**src/rtl/gctr_frame_sequencer_if.sv**
```systemverilog
// Handshake and data bundle between an upstream word source and the GCTR frame sequencer.
// Slave is the sequencer side; master is the upstream/test side.
interface gctr_frame_sequencer_if #(
   parameter int NB_BLOCK = 128,
   parameter int N_BLOCKS = 2,
   parameter int NB_DATA  = N_BLOCKS*NB_BLOCK,
   parameter int NB_IV    = 96
);
   logic [NB_DATA-1:0]  i_data;
   logic [NB_IV-1:0]    i_iv;
   logic                i_sof;
   logic                i_eof;
   logic                i_valid;
   logic                o_ready;
   logic [NB_DATA-1:0]  o_plaintext_words_x;
   logic [NB_BLOCK-1:0] o_initial_counter_block;
   logic                o_sop;
   logic                o_sop_pre;
   logic [NB_DATA-1:0]  o_pre_blocks;
   logic                o_valid;
   logic                o_eop;
   logic                o_err;

   modport slave (
      input  i_data, i_iv, i_sof, i_eof, i_valid,
      output o_ready, o_plaintext_words_x, o_initial_counter_block, o_sop,
             o_sop_pre, o_pre_blocks, o_valid, o_eop, o_err
   );

   modport master (
      output i_data, i_iv, i_sof, i_eof, i_valid,
      input  o_ready, o_plaintext_words_x, o_initial_counter_block, o_sop,
             o_sop_pre, o_pre_blocks, o_valid, o_eop, o_err
   );
endinterface

```
**src/rtl/gctr_frame_sequencer.sv**
```systemverilog
// Frames upstream plaintext words for a GCTR stage: inserts one pre-block cycle
// (zero block for H, J0 for the tag mask) ahead of each frame and supplies inc32(J0).
module gctr_frame_sequencer #(
   parameter int          NB_BLOCK    = 128,
   parameter int          N_BLOCKS    = 2,
   parameter int          NB_DATA     = N_BLOCKS*NB_BLOCK,
   parameter int          NB_IV       = 96,
   parameter logic [31:0] J0_LOW_WORD = 32'h0000_0001
) (
   input  logic                   i_clock,
   input  logic                   i_reset_n,
   gctr_frame_sequencer_if.slave  bus
);
   localparam int NB_CTR = NB_BLOCK - NB_IV;

   typedef enum logic [1:0] {IDLE, PRE, OPEN} state_t;

   state_t              state_reg, state_next;
   logic [NB_DATA-1:0]  hold_data_reg, hold_data_next;
   logic                hold_eof_reg, hold_eof_next;
   logic                ready_reg, ready_next;
   logic [NB_DATA-1:0]  data_reg, data_next;
   logic [NB_BLOCK-1:0] icb_reg, icb_next;
   logic [NB_DATA-1:0]  pre_reg, pre_next;
   logic                sop_pre_reg, sop_pre_next;
   logic                valid_reg, valid_next;
   logic                sop_reg, sop_next;
   logic                eop_reg, eop_next;
   logic                err_reg, err_next;

   logic                accept;
   logic                start;
   logic [NB_CTR-1:0]   j0_low;
   logic [NB_CTR-1:0]   icb_low;

   assign accept  = bus.i_valid & ready_reg;
   assign j0_low  = J0_LOW_WORD[NB_CTR-1:0];
   assign icb_low = j0_low + 1'b1;

   always_ff @(posedge i_clock or negedge i_reset_n) begin
      if (!i_reset_n) begin
         state_reg <= IDLE;
      end else begin
         state_reg <= state_next;
      end
   end

   always_comb begin
      state_next     = state_reg;
      start          = 1'b0;
      hold_data_next = hold_data_reg;
      hold_eof_next  = hold_eof_reg;
      data_next      = data_reg;
      icb_next       = icb_reg;
      pre_next       = '0;
      sop_pre_next   = 1'b0;
      valid_next     = 1'b0;
      sop_next       = 1'b0;
      eop_next       = 1'b0;
      err_next       = 1'b0;

      case (state_reg)
         IDLE: begin
            if (accept) begin
               if (bus.i_sof) start = 1'b1;
               else           err_next = 1'b1;
            end
         end
         PRE: begin
            valid_next = 1'b1;
            sop_next   = 1'b1;
            eop_next   = hold_eof_reg;
            data_next  = hold_data_reg;
            state_next = hold_eof_reg ? IDLE : OPEN;
         end
         OPEN: begin
            if (accept) begin
               if (bus.i_sof) begin
                  // New SOF aborts the open frame; no eop is ever issued for it.
                  err_next = 1'b1;
                  start    = 1'b1;
               end else begin
                  valid_next = 1'b1;
                  data_next  = bus.i_data;
                  eop_next   = bus.i_eof;
                  if (bus.i_eof) state_next = IDLE;
               end
            end
         end
         default: state_next = IDLE;
      endcase

      if (start) begin
         state_next     = PRE;
         hold_data_next = bus.i_data;
         hold_eof_next  = bus.i_eof;
         icb_next       = {bus.i_iv, icb_low};
         sop_pre_next   = 1'b1;
         pre_next[2*NB_BLOCK-1:NB_BLOCK] = {bus.i_iv, j0_low};
      end

      ready_next = (state_next != PRE);
   end

   always_ff @(posedge i_clock or negedge i_reset_n) begin
      if (!i_reset_n) begin
         hold_data_reg <= '0;
         hold_eof_reg  <= 1'b0;
         ready_reg     <= 1'b1;
         data_reg      <= '0;
         icb_reg       <= '0;
         pre_reg       <= '0;
         sop_pre_reg   <= 1'b0;
         valid_reg     <= 1'b0;
         sop_reg       <= 1'b0;
         eop_reg       <= 1'b0;
         err_reg       <= 1'b0;
      end else begin
         hold_data_reg <= hold_data_next;
         hold_eof_reg  <= hold_eof_next;
         ready_reg     <= ready_next;
         data_reg      <= data_next;
         icb_reg       <= icb_next;
         pre_reg       <= pre_next;
         sop_pre_reg   <= sop_pre_next;
         valid_reg     <= valid_next;
         sop_reg       <= sop_next;
         eop_reg       <= eop_next;
         err_reg       <= err_next;
      end
   end

   assign bus.o_ready                 = ready_reg;
   assign bus.o_plaintext_words_x     = data_reg;
   assign bus.o_initial_counter_block = icb_reg;
   assign bus.o_pre_blocks            = pre_reg;
   assign bus.o_sop_pre               = sop_pre_reg;
   assign bus.o_valid                 = valid_reg;
   assign bus.o_sop                   = sop_reg;
   assign bus.o_eop                   = eop_reg;
   assign bus.o_err                   = err_reg;
endmodule
```
**src/flat_wrapper.sv**
```systemverilog
// flat-port wrapper written by rule: the top's interface ports become plain ports
module gctr_frame_sequencer_flat 
#(
   parameter int          NB_BLOCK    = 128,
   parameter int          N_BLOCKS    = 2,
   parameter int          NB_DATA     = N_BLOCKS*NB_BLOCK,
   parameter int          NB_IV       = 96,
   parameter logic [31:0] J0_LOW_WORD = 32'h0000_0001
)
  (i_clock, i_reset_n, bus_i_data, bus_i_iv, bus_i_sof, bus_i_eof, bus_i_valid, bus_o_ready, bus_o_plaintext_words_x, bus_o_initial_counter_block, bus_o_sop, bus_o_sop_pre, bus_o_pre_blocks, bus_o_valid, bus_o_eop, bus_o_err);
  gctr_frame_sequencer_if #(.NB_BLOCK(NB_BLOCK), .N_BLOCKS(N_BLOCKS), .NB_DATA(NB_DATA), .NB_IV(NB_IV)) bus_i ();
  input  logic i_clock;
  input  logic i_reset_n;
  input wire logic [$bits(bus_i.i_data)-1:0] bus_i_data;
  input wire logic [$bits(bus_i.i_iv)-1:0] bus_i_iv;
  input wire logic [$bits(bus_i.i_sof)-1:0] bus_i_sof;
  input wire logic [$bits(bus_i.i_eof)-1:0] bus_i_eof;
  input wire logic [$bits(bus_i.i_valid)-1:0] bus_i_valid;
  output wire logic [$bits(bus_i.o_ready)-1:0] bus_o_ready;
  output wire logic [$bits(bus_i.o_plaintext_words_x)-1:0] bus_o_plaintext_words_x;
  output wire logic [$bits(bus_i.o_initial_counter_block)-1:0] bus_o_initial_counter_block;
  output wire logic [$bits(bus_i.o_sop)-1:0] bus_o_sop;
  output wire logic [$bits(bus_i.o_sop_pre)-1:0] bus_o_sop_pre;
  output wire logic [$bits(bus_i.o_pre_blocks)-1:0] bus_o_pre_blocks;
  output wire logic [$bits(bus_i.o_valid)-1:0] bus_o_valid;
  output wire logic [$bits(bus_i.o_eop)-1:0] bus_o_eop;
  output wire logic [$bits(bus_i.o_err)-1:0] bus_o_err;
  assign bus_i.i_data = bus_i_data;
  assign bus_i.i_iv = bus_i_iv;
  assign bus_i.i_sof = bus_i_sof;
  assign bus_i.i_eof = bus_i_eof;
  assign bus_i.i_valid = bus_i_valid;
  assign bus_o_ready = bus_i.o_ready;
  assign bus_o_plaintext_words_x = bus_i.o_plaintext_words_x;
  assign bus_o_initial_counter_block = bus_i.o_initial_counter_block;
  assign bus_o_sop = bus_i.o_sop;
  assign bus_o_sop_pre = bus_i.o_sop_pre;
  assign bus_o_pre_blocks = bus_i.o_pre_blocks;
  assign bus_o_valid = bus_i.o_valid;
  assign bus_o_eop = bus_i.o_eop;
  assign bus_o_err = bus_i.o_err;
  gctr_frame_sequencer #(.NB_BLOCK(NB_BLOCK), .N_BLOCKS(N_BLOCKS), .NB_DATA(NB_DATA), .NB_IV(NB_IV), .J0_LOW_WORD(J0_LOW_WORD)) u_core (.i_clock(i_clock), .i_reset_n(i_reset_n), .bus(bus_i));
endmodule
```
**config.mk**
```make
export PLATFORM = sky130hd
export DESIGN_NAME = gctr_frame_sequencer_flat
export DESIGN_NICKNAME = d
export VERILOG_FILES = /design/src/rtl/gctr_frame_sequencer_if.sv /design/src/rtl/gctr_frame_sequencer.sv /design/src/flat_wrapper.sv
export SDC_FILE = /design/constraint.sdc
export NUM_CORES = 1
export LEC_CHECK = 0
export ABC_CLOCK_PERIOD_IN_PS = 2500
export BUFFER_PORTS_ARGS = -buffer_cell sky130_fd_sc_hd__buf_2
export CAP_MARGIN = 20
export CORE_AREA = 2 2 396 398
export DETAILED_ROUTE_END_ITERATION = 10
export DIE_AREA = 0 0 398 400
export MAX_ROUTING_LAYER = met4
export RECOVER_POWER = 25
export SYNTH_ARGS = -nofsm -noshare
export SYNTH_HDL_FRONTEND = slang
export SYNTH_SLANG_ARGS = --single-unit
```
**constraint.sdc**
```tcl
create_clock -name i_clock -period 2.5 [get_ports i_clock]
set_input_delay 0.125 -clock i_clock [delete_from_list [all_inputs] [get_ports i_clock]]
set_output_delay 0.125 -clock i_clock [all_outputs]
set_load 0.005 [all_outputs]
```
## Yosys cells after proc, flatten, opt, wreduce, memory -nomap -nowiden

Cells that the tools add are included.

- Equality and inequality tests: 5
- Multiplexer cells: 22
- Bitwise operators: 1
- Reductions and logical operators: 4

Operators with widths:

| cell | count |
|---|---|
| 256-bit two-way mux | 2 |
| 256-bit one-hot mux with 2 select lines | 1 |
| 128-bit two-way mux | 1 |
| 2-bit two-way mux | 5 |
| 1-bit two-way mux | 9 |
| 1-bit one-hot mux with 2 select lines | 3 |
| 2-bit one-hot mux with 3 select lines | 1 |
| 2-bit by 1-bit inequality test with 1-bit output, second input constant | 2 |
| 3-bit AND reduction | 1 |
| 2-bit by 1-bit == test with 1-bit output, second input constant | 1 |
| 2-bit == test, second input constant | 1 |
| 2-bit logical NOT | 1 |
| 2-bit inequality test, second input constant | 1 |
| 2-bit nonzero test | 1 |
| 2-bit OR reduction | 1 |
| 1-bit AND | 1 |

- Flip-flop bits (word level): 746
- Bits of input ports: 357
- Output and inout bits: 646
- Word-level logic and storage cells: 44

## Depth between registers and ports, before layout

Gate-level depths: netlist of run 1.

- Depth after elaboration: 6
- Gate-level depth with buffers: 10
- Depth with buffers taken out: 6

## Least setup slack after synthesis of run 1

OpenSTA, ideal clock, no wires.

- Kind: register -> register
- From: register u_core.state_reg[0]
- To: register u_core.data_reg[115] (netlist: u_core.bus.o_plaintext_words_x[115])
- Setup time: 0.128 ns
- Arrival: 1.845 ns
- Data required time: 2.372 ns
- Slack: 0.527 ns
- Cell stages (with the launch flop): 8
- Buffers on the path: 3
- Period minus slack after synthesis: 1.973 ns
- Cell sequence: dfrtp_1 inv_1 ha_1 buf_6 buf_4 clkbuf_1 mux2_2 mux2_1

- Cells in the longest elaborated chain, start to end: 3
- Elaborated cells between the ends (all ways): 7

RTL lines:

| what | RTL line | RTL |
|---|---|---|
| from (decl) | gctr_frame_sequencer.sv:18 | `state_t state_reg, state_next;` |
| from (signal assigned) | gctr_frame_sequencer.sv:44 | `state_reg <= state_next;` |
| 2-bit == test / 2-bit by 1-bit == test with 1-bit output (equally long branches) | gctr_frame_sequencer.sv:62 | `case (state_reg)` |
| 2-bit by 1-bit inequality test with 1-bit output (no line) (tied with other cells) | n/a |  |
| 3-bit AND reduction (no line) | n/a |  |
| to (signal assigned) | gctr_frame_sequencer.sv:122 | `data_reg <= data_next;` |
| to (decl) | gctr_frame_sequencer.sv:22 | `logic [NB_DATA-1:0] data_reg, data_next;` |

Parallel ways exist; a longest one is shown, timed or not.
A chain may end at the register's enable or synchronous reset.

## Worst setup path after layout of run 1

- From: register u_core.state_reg[0]
- To: register u_core.data_reg[34] (netlist: u_core.bus.o_plaintext_words_x[34])

The elaborated chain is that of the path after synthesis.

==> results.sh, run 1 <==
export IMPL_routed_wl_um=95820
export IMPL_cp_end_kind="flip-flop"
export IMPL_irDropWorstVdd_uv=734.0
export IMPL_numPortBuffers=812
export IMPL_wire_per_inst_um=16.33
export IMPL_clkLatencyLatePin_ns=0.67
export IMPL_p_leak_nw=22.02
export IMPL_viasPerCell=3.822
export IMPL_drc=0
export IMPL_path_buf_inv=3
export IMPL_fmaxAchievable_mhz=435.4
export IMPL_first_global_vias=22890
export IMPL_track_usage=0.1181
export IMPL_htreeDepth=3
export IMPL_area_growth_pct=40.18
export IMPL_placed_cells=5365
export IMPL_fin_setup_tns_ns=0
export IMPL_finalHoldViolCount=0
export IMPL_fin_ws_ns=0.2030
export IMPL_ys_warn_count=0
export IMPL_grt_antenna_before_repair=9
export IMPL_period_minus_slack_ns=2.297
export IMPL_yosysUniqueCellTypes=32
export IMPL_synth_seq_cells=714
export IMPL_post_cts_setup_buffer_count=0
export IMPL_n_fill_cell=16080
export IMPL_ys_seq_area_frac=0.5902
export IMPL_place_gp_congestion=0.8463
export IMPL_io_pins=1003
export IMPL_fin_nets=4107
export IMPL_die_x_um=398
export IMPL_worst_path_stages=6
export IMPL_grt_setup_unrepaired="no"
export IMPL_finalSetupViolCount=0
export IMPL_max_stage_delay_ns=0.41
export IMPL_grt_pass1_wl_um=140100
export IMPL_required_ns=3.00
export IMPL_via_count=22430
export IMPL_avgSynthCellArea_sq_um=11.90
export IMPL_r2r_cells=6
export IMPL_fin_crit_sh=0.9188
export IMPL_dp_hpwl_um=68310
export IMPL_first_pass_iters=5
export IMPL_worst_pin_slew_ns=1.615
export IMPL_netlist_instances=2543
export IMPL_cts_tree="yes"
export IMPL_layout_drive_gt1_share=0.3575
export IMPL_rows=145
export IMPL_power_mw=47.76
export IMPL_worstPathArrival_ns=2.80
export IMPL_cts_made_buffers=80
export IMPL_drv_slew=117
export IMPL_grt_overflow=0
export IMPL_max_clock_path_buffers=3
export IMPL_path_clk_slew_ns=0.06
export IMPL_slowest_stage="dfrtp_1"
export IMPL_place_worst_setup_slack_ns=0.2547
export IMPL_critical_path_class="reg -> reg"
export IMPL_ctsResizeCount=0
export IMPL_grt_max_degree=96
export IMPL_core_area_sq_um=155100
export IMPL_cpLargestDelayFamily="buffers and inverters"
export IMPL_antenna_left=0
export IMPL_timing_hold_ws_ns=0.1108
export IMPL_cts_sinks=714
export IMPL_drt_iter0_markers=1047
export IMPL_max_cap_viol_count=3
export IMPL_p_per_area_nw_per_um2=1126
export IMPL_syn_area_sq_um=30270
export IMPL_outcome="finished, violations left"
export IMPL_path_cells="inv_1 -> ha_4 -> buf_12 -> buf_4 -> mux2_2 -> mux2_1"
export IMPL_die_y_um=400
export IMPL_skew_ns=0.05779
export IMPL_violations="max-capacitance violations, max-slew violations"
export IMPL_start_util=0.1952
export IMPL_root_buffer="clkbuf_16"
export IMPL_critPathLaunchType="flip-flop"
export IMPL_die_area_sq_um=159200
export IMPL_critPathMaxFanout=38
export IMPL_fin_cells=5869
export IMPL_timing_slew_headroom=-0.07680
export IMPL_hold_class="in -> async"
metrics by stage:
step	instance area [sq um]	util
after floorplan	30980	-
after global placement	36360	0.2344
after detailed placement	36360	0.2344
after CTS	42550	0.2743
after global routing	42440	0.2736
final	42440	0.2736
cell type report:
type / instances / area, sq um / area share
Tap cell: 2058 / 2575 / 0.06068
Clock inverter: 18 / 284.0 / 0.006693
Multi-Input combinational cell: 1688 / 10920 / 0.2573
Sequential cell: 714 / 17870 / 0.4211
Timing Repair Buffer: 1258 / 8427 / 0.1986
Antenna cell: 4 / 10.01 / 0.0002359
Inverter: 4 / 22.52 / 0.0005307
Clock buffer: 125 / 2331 / 0.05493
cell usage in the layout (no fill, tap or decap), types with 4 or more instances in the layout:
cell type,count
clkbuf_2,5
a21o_1,96
conb_1,190
buf_2,811
clkbuf_16,80
clkinv_16,4
dlygate4sd3_1,357
dfrtp_1,713
clkinv_2,6
and2_1,96
nand2_1,772
buf_4,51
clkbuf_1,46
buf_12,15
diode_2,4
mux2_2,357
clkbuf_8,16
mux2_1,155
routing by layer:
metal	part of all wire	wire length, um	GRT usage	vias to the layer above
li1	-	-	-	10310
met1	0.41	38900	0.1364	11250
met2	0.50	47610	0.1942	731
met3	0.061	5836	0.02771	144
met4	0.036	3478	0.05411	0
met5	0	0	-	-
final timing paths:
path                                          from                                  to  slack [ns]
min in group i_clock               bus_i_data[144]           u_core.hold_data_reg[144]        0.18
min reg2reg                u_core.hold_data_reg[1]             u_core.hold_data_reg[1]        0.47
max reg2reg                    u_core.state_reg[0]  u_core.bus.o_plaintext_words_x[34]        0.20
min                                      i_reset_n           u_core.hold_data_reg[188]        0.11
max in group asynchronous                i_reset_n        u_core.bus.o_pre_blocks[246]        0.44
max                            u_core.state_reg[0]  u_core.bus.o_plaintext_words_x[34]        0.20
logic make-up after synthesis:
family	synth area share
other cells	0.0001239
simple gates	0.1174
mux	0.1908
fa+ha+maj	0.001653
flops	0.5902
compound gates	0.02645
buf+inv	0.07332
power by group:
group	internal [mW]	switching, mW	leakage, nW
Sequential	16.5	2.74	9.02
Combinational	8.83	8.02	11.7
Clock	6.68	5.03	1.26
what timing repair did:
item                                    4_1_cts  5_1_grt
hold buffers                                357        0
hold endpoints to repair                    912        0
endpoints found under the setup margin        0        0
synth_stat cells, drive strengths merged:
library cell | count | area share
a22oi | 1 | 0.00025
nand2b | 2 | 0.00041
dfstp | 1 | 0.00087
buf | 260 | 0.063
and2 | 96 | 0.020
a211oi | 1 | 0.00025
dfrtp | 713 | 0.59
mux2i | 1 | 0.00033
o2111ai | 1 | 0.00050
mux2 | 512 | 0.19
nor2 | 1 | 0.00012
and4b | 1 | 0.00045
inv | 4 | 0.00050
clkbuf | 66 | 0.0095
o21ai | 1 | 0.00017
a21o | 96 | 0.024
nand3 | 1 | 0.00017
o41a | 1 | 0.00037
ha | 4 | 0.0017
nand2 | 772 | 0.096
nor2b | 2 | 0.00041
nand4b | 1 | 0.00029
o21a | 1 | 0.00025
a21oi | 3 | 0.00087
conb | 1 | 0.00012
Power figures use the tool's default switching activity.
==> run 2, diff against run 1 <==
- ABC_CLOCK_PERIOD_IN_PS: 2500 -> 2200
- GPL_ROUTABILITY_DRIVEN: default -> 1
- HOLD_SLACK_MARGIN: default -> 0.02
- clock period: 2.5 -> 2.2 ns (I/O delays scaled with it)
==> results.sh, run 2 (synthesis results as in run 1) <==
export IMPL_outcome="finished, violations left"
export IMPL_violations="max-capacitance violations, max-slew violations"
export IMPL_antenna_left=0
export IMPL_grt_pass1_wl_um=143000
export IMPL_root_buffer="clkbuf_16"
export IMPL_drv_slew=57
export IMPL_r2r_start="u_core.state_reg[1]"
export IMPL_r2r_cells=8
export IMPL_max_clock_path_buffers=3
export IMPL_timing_slew_headroom=-0.08401
export IMPL_cts_sinks=714
export IMPL_fmaxAchievable_mhz=465.9
export IMPL_r2r_setup_slack_ns=0.05
export IMPL_worstPathArrival_ns=2.73
export IMPL_critPathMaxFanout=31
export IMPL_max_cap_viol_count=2
export IMPL_drc=0
export IMPL_wire_per_inst_um=16.51
export IMPL_core_area_sq_um=155100
export IMPL_fin_nets=4156
export IMPL_critPathLaunchType="flip-flop"
export IMPL_first_global_vias=23500
export IMPL_clkLatencyLatePin_ns=0.69
export IMPL_final_common_cell="buf_2"
export IMPL_cts_tree="yes"
export IMPL_io_pins=1003
export IMPL_layout_common_cells="buf_2 (812), nand2_1 (772), dfrtp_1 (713)"
export IMPL_finalHoldViolCount=0
export IMPL_viasPerCell=3.829
export IMPL_path_cells="inv_1 -> ha_1 -> o2111ai_4 -> clkinv_8 -> buf_4 -> buf_12 -> and2_1 -> a21o_1"
export IMPL_cpLargestDelayFamily="buffers and inverters"
export IMPL_path_buf_inv=4
export IMPL_grt_overflow=0
export IMPL_dp_hpwl_um=70150
export IMPL_grt_max_degree=84
export IMPL_first_pass_iters=5
export IMPL_numPortBuffers=812
export IMPL_cp_end_kind="flip-flop"
export IMPL_die_x_um=398
export IMPL_slowest_stage="dfrtp_1"
export IMPL_via_count=22670
export IMPL_start_util=0.1952
export IMPL_timing_hold_ws_ns=0.1506
export IMPL_final_util=0.2785
export IMPL_fin_setup_tns_ns=0
export IMPL_die_y_um=400
export IMPL_grt_setup_unrepaired="yes"
export IMPL_layout_drive_gt1_share=0.3699
export IMPL_htreeDepth=3
export IMPL_required_ns=2.78
export IMPL_period_minus_slack_ns=2.146
export IMPL_r2r_end="u_core.bus.o_initial_counter_block[45]"
export IMPL_grt_antenna_before_repair=6
export IMPL_drt_iter0_markers=936
export IMPL_place_gp_congestion=0.8606
export IMPL_track_usage=0.1200
export IMPL_fin_crit_sh=0.9755
export IMPL_die_area_sq_um=159200
export IMPL_hold_class="in -> async"
export IMPL_routed_wl_um=97750
export IMPL_finalSetupViolCount=0
export IMPL_worst_path_stages=8
export IMPL_p_per_area_nw_per_um2=1291
export IMPL_worst_pin_slew_ns=1.626
export IMPL_area_growth_pct=42.71
export IMPL_rows=145
export IMPL_irDropWorstVdd_uv=720.8
export IMPL_p_leak_nw=22.45
export IMPL_critical_path_class="reg -> reg"
export IMPL_cts_made_buffers=82
export IMPL_max_stage_delay_ns=0.41
export IMPL_path_clk_slew_ns=0.06
export IMPL_skew_ns=0.05404
-- run 2: changes by cell type in the layout (fill, tap and decap cells not counted), moves of 4 or more --
cell,previous run,this run
buf_4,51,76
clkbuf_1,46,27
buf_12,15,30
clkbuf_8,16,23
clkinv_2,6,12
dlygate4sd3_1,357,362
inv_6,0,4
-- run 2: routing by layer --
layer / global-route usage / vias to the layer above / routed length, um
met1: 0.1386 / 11340 / 38950
met4: 0.05019 / 0 / 3351
met5: - / - / 0
met2: 0.2022 / 782 / 49410
li1: - / 10410 / -
met3: 0.02470 / 143 / 6037
-- run 2: what timing repair did --
action                                  in CTS  in global routing
endpoints found under the setup margin       0                  6
setup buffers                                0                  4
hold buffers                               363                  0
hold endpoints to repair                  1365                  0
gates resized for setup                      0                  4
-- run 2: worst reg2reg max path: stages, from the launching register on --
cell and delay (ns):
dfrtp_1 0.41, inv_1 0.09, ha_1 0.23, o2111ai_4 0.30, clkinv_8 0.21, buf_4 0.25
buf_12 0.17, and2_1 0.22, a21o_1 0.16
-- run 2: stage by stage --
stage                     area (sq um)  power, mW  setup WS, ns  instances
after floorplan                  30980      32.85        0.2275       2732
after global placement           36880      41.08        0.1472       5401
after detailed placement         36880      41.65        0.1149       5401
after CTS                        43310      56.55       0.01654       5911
after global routing             43200      59.37      -0.03670       5921
final                            43200      55.77       0.05381       5921
-- run 2: how the worst max path moves through the flow --
stage	startpoint	to
2_1_floorplan	u_core.state_reg[0]	u_core.bus.o_plaintext_words_x[115]
3_3_place_gp	u_core.state_reg[1]	u_core.bus.o_plaintext_words_x[230]
3_5_place_dp	u_core.state_reg[1]	u_core.bus.o_plaintext_words_x[233]
4_1_cts	u_core.state_reg[1]	u_core.bus.o_pre_blocks[250]
5_1_grt	u_core.state_reg[1]	u_core.bus.o_initial_counter_block[113]
6_report	u_core.state_reg[1]	u_core.bus.o_initial_counter_block[45]
-- run 2: final cells by class --
class | instances | area (sq um)
inverters | 4 | 27.53
diodes | 5 | 12.51
repair buffers | 1304 | 9006
well taps | 2058 | 2575
clock inverters | 28 | 362.8
multi-input cells | 1688 | 10920
repair inverters | 1 | 8.758
clock buffers | 119 | 2421
flip-flops and latches | 714 | 17870
fillers | 15930 | 111900
-- run 2: where the power goes --
part,leakage [nW],switching (mW),internal (mW),total [mW]
Clock,1.36,5.86,8.08,13.9
Combinational,12.1,9.32,10.6,19.9
Sequential,9.02,3.16,18.7,21.9
==> run 3, diff against run 2 <==
- CORE_AREA: 2 2 396 398 -> 2 2 394 396
- DIE_AREA: 0 0 398 400 -> 0 0 396 398
==> results.sh, run 3 (synthesis results as in run 1) <==
export IMPL_outcome="completed"
export IMPL_worstSetupStartpoint="u_core.state_reg[0]"
export IMPL_worst_pin_slew_ns=1.388
export IMPL_grt_pass1_wl_um=144000
export IMPL_drv_slew=0
export IMPL_fin_crit_sh=0.9682
export IMPL_area_growth_pct=42.24
export IMPL_required_ns=2.77
export IMPL_r2r_setup_slack_ns=0.07
export IMPL_die_x_um=396
export IMPL_finalHoldViolCount=0
export IMPL_grt_setup_unrepaired="yes"
export IMPL_r2r_end="u_core.bus.o_plaintext_words_x[216]"
export IMPL_core_area_sq_um=153300
export IMPL_fin_nets=4139
export IMPL_holdPathStages=4
export IMPL_max_cap_viol_count=0
export IMPL_critPathMaxFanout=11
export IMPL_skew_ns=0.06868
export IMPL_finalSetupViolCount=0
export IMPL_io_pins=1003
export IMPL_period_minus_slack_ns=2.130
export IMPL_htreeDepth=3
export IMPL_root_buffer="clkbuf_16"
export IMPL_place_worst_setup_slack_ns=0.02633
export IMPL_critical_path_class="reg -> reg"
export IMPL_fin_ws_ns=0.06987
export IMPL_first_global_vias=23530
export IMPL_start_util=0.1974
export IMPL_first_pass_iters=5
export IMPL_final_common_cell="buf_2"
export IMPL_path_clk_slew_ns=0.06
export IMPL_critPathLaunchType="flip-flop"
export IMPL_cts_sinks=714
export IMPL_drc=0
export IMPL_fmaxAchievable_mhz=469.5
export IMPL_track_usage=0.1220
export IMPL_layout_drive_gt1_share=0.3666
export IMPL_via_count=22550
export IMPL_routed_wl_um=97360
export IMPL_viasPerCell=3.827
export IMPL_rows=144
export IMPL_grt_overflow=0
export IMPL_r2r_start="u_core.state_reg[0]"
export IMPL_holdPathEnd="u_core.hold_data_reg[130]"
export IMPL_die_area_sq_um=157600
export IMPL_cts_made_buffers=81
export IMPL_grt_antenna_before_repair=11
export IMPL_drt_iter0_markers=863
export IMPL_hold_class="in -> reg"
export IMPL_r2r_cells=8
export IMPL_cts_tree="yes"
export IMPL_min_from="bus_i_data[130]"
export IMPL_dp_hpwl_um=69140
export IMPL_p_per_area_nw_per_um2=1288
export IMPL_numPortBuffers=812
export IMPL_antenna_left=0
export IMPL_cp_end_kind="flip-flop"
export IMPL_layout_common_cells="buf_2 (813), nand2_1 (772), dfrtp_1 (713)"
export IMPL_worstPathArrival_ns=2.70
export IMPL_wire_per_inst_um=16.52
export IMPL_p_leak_nw=22.36
export IMPL_clkLatencyLatePin_ns=0.68
export IMPL_irDropWorstVdd_uv=803.4
export IMPL_place_gp_congestion=0.8396
export IMPL_timing_hold_ws_ns=0.1614
export IMPL_max_clock_path_buffers=3
export IMPL_die_y_um=398
export IMPL_power_mw=55.48
export IMPL_grt_max_degree=72
export IMPL_timing_slew_headroom=0.07458
## run 3: where the power goes
part / leakage, nW / internal, mW / switching [mW]
Clock: 1.31 / 7.80 / 5.86
Combinational: 12.0 / 10.6 / 9.34
Sequential: 9.02 / 18.7 / 3.13
## run 3: layout make-up
type / instances / area (sq um)
sequential: 714 / 17870
tap: 2044 / 2557
clock inverter: 26 / 335.3
fill: 15730 / 110300
multi-input combinational: 1688 / 10920
inverter: 4 / 22.52
timing repair buffer: 1289 / 8969
clock buffer: 120 / 2374
antenna: 7 / 17.52
## run 3: per-layer routing
metal	part of all wire	track usage	routed length (um)
met2	0.49	0.1985	47720
met4	0.038	0.05527	3731
met5	0	-	0
met3	0.069	0.03236	6744
met1	0.40	0.1407	39170
## run 3: worst max path at each step
stage,to,slack (ns),cells past startpoint
finish,u_core.bus.o_plaintext_words_x[216],0.07,8
CTS,u_core.bus.o_plaintext_words_x[95],0.03,8
global route,u_core.bus.o_plaintext_words_x[216],-0.002,8
floorplan,u_core.bus.o_plaintext_words_x[115],0.23,7
detailed placement,u_core.bus.o_plaintext_words_x[76],0.03,7
global placement,u_core.bus.o_plaintext_words_x[52],0.08,7
## run 3: per-stage QoR
step	utilization	instance area [sq um]	instances	TNS [ns]
after global placement	0.2396	36730	5376	0
final	0.2808	43060	5892	0
after global routing	0.2808	43060	5892	-0.004143
after CTS	0.2811	43100	5882	0
after detailed placement	0.2396	36730	5376	0
after floorplan	-	30980	2732	0
## run 3: repair_timing
item,CTS,global route
hold endpoints to repair,921,0
resized for setup,0,8
gates cloned,2,2
setup endpoints to repair,10,112
setup buffers,1,1
hold buffers,357,0
pin swaps,0,0
## run 3: critical path, cell delays in order, from the launching register on
cell	delay [ns]
dfrtp_1	0.37
inv_2	0.07
ha_4	0.20
and4b_4	0.24
a21oi_4	0.13
buf_12	0.15
bufbuf_16	0.30
buf_4	0.20
mux2_2	0.35
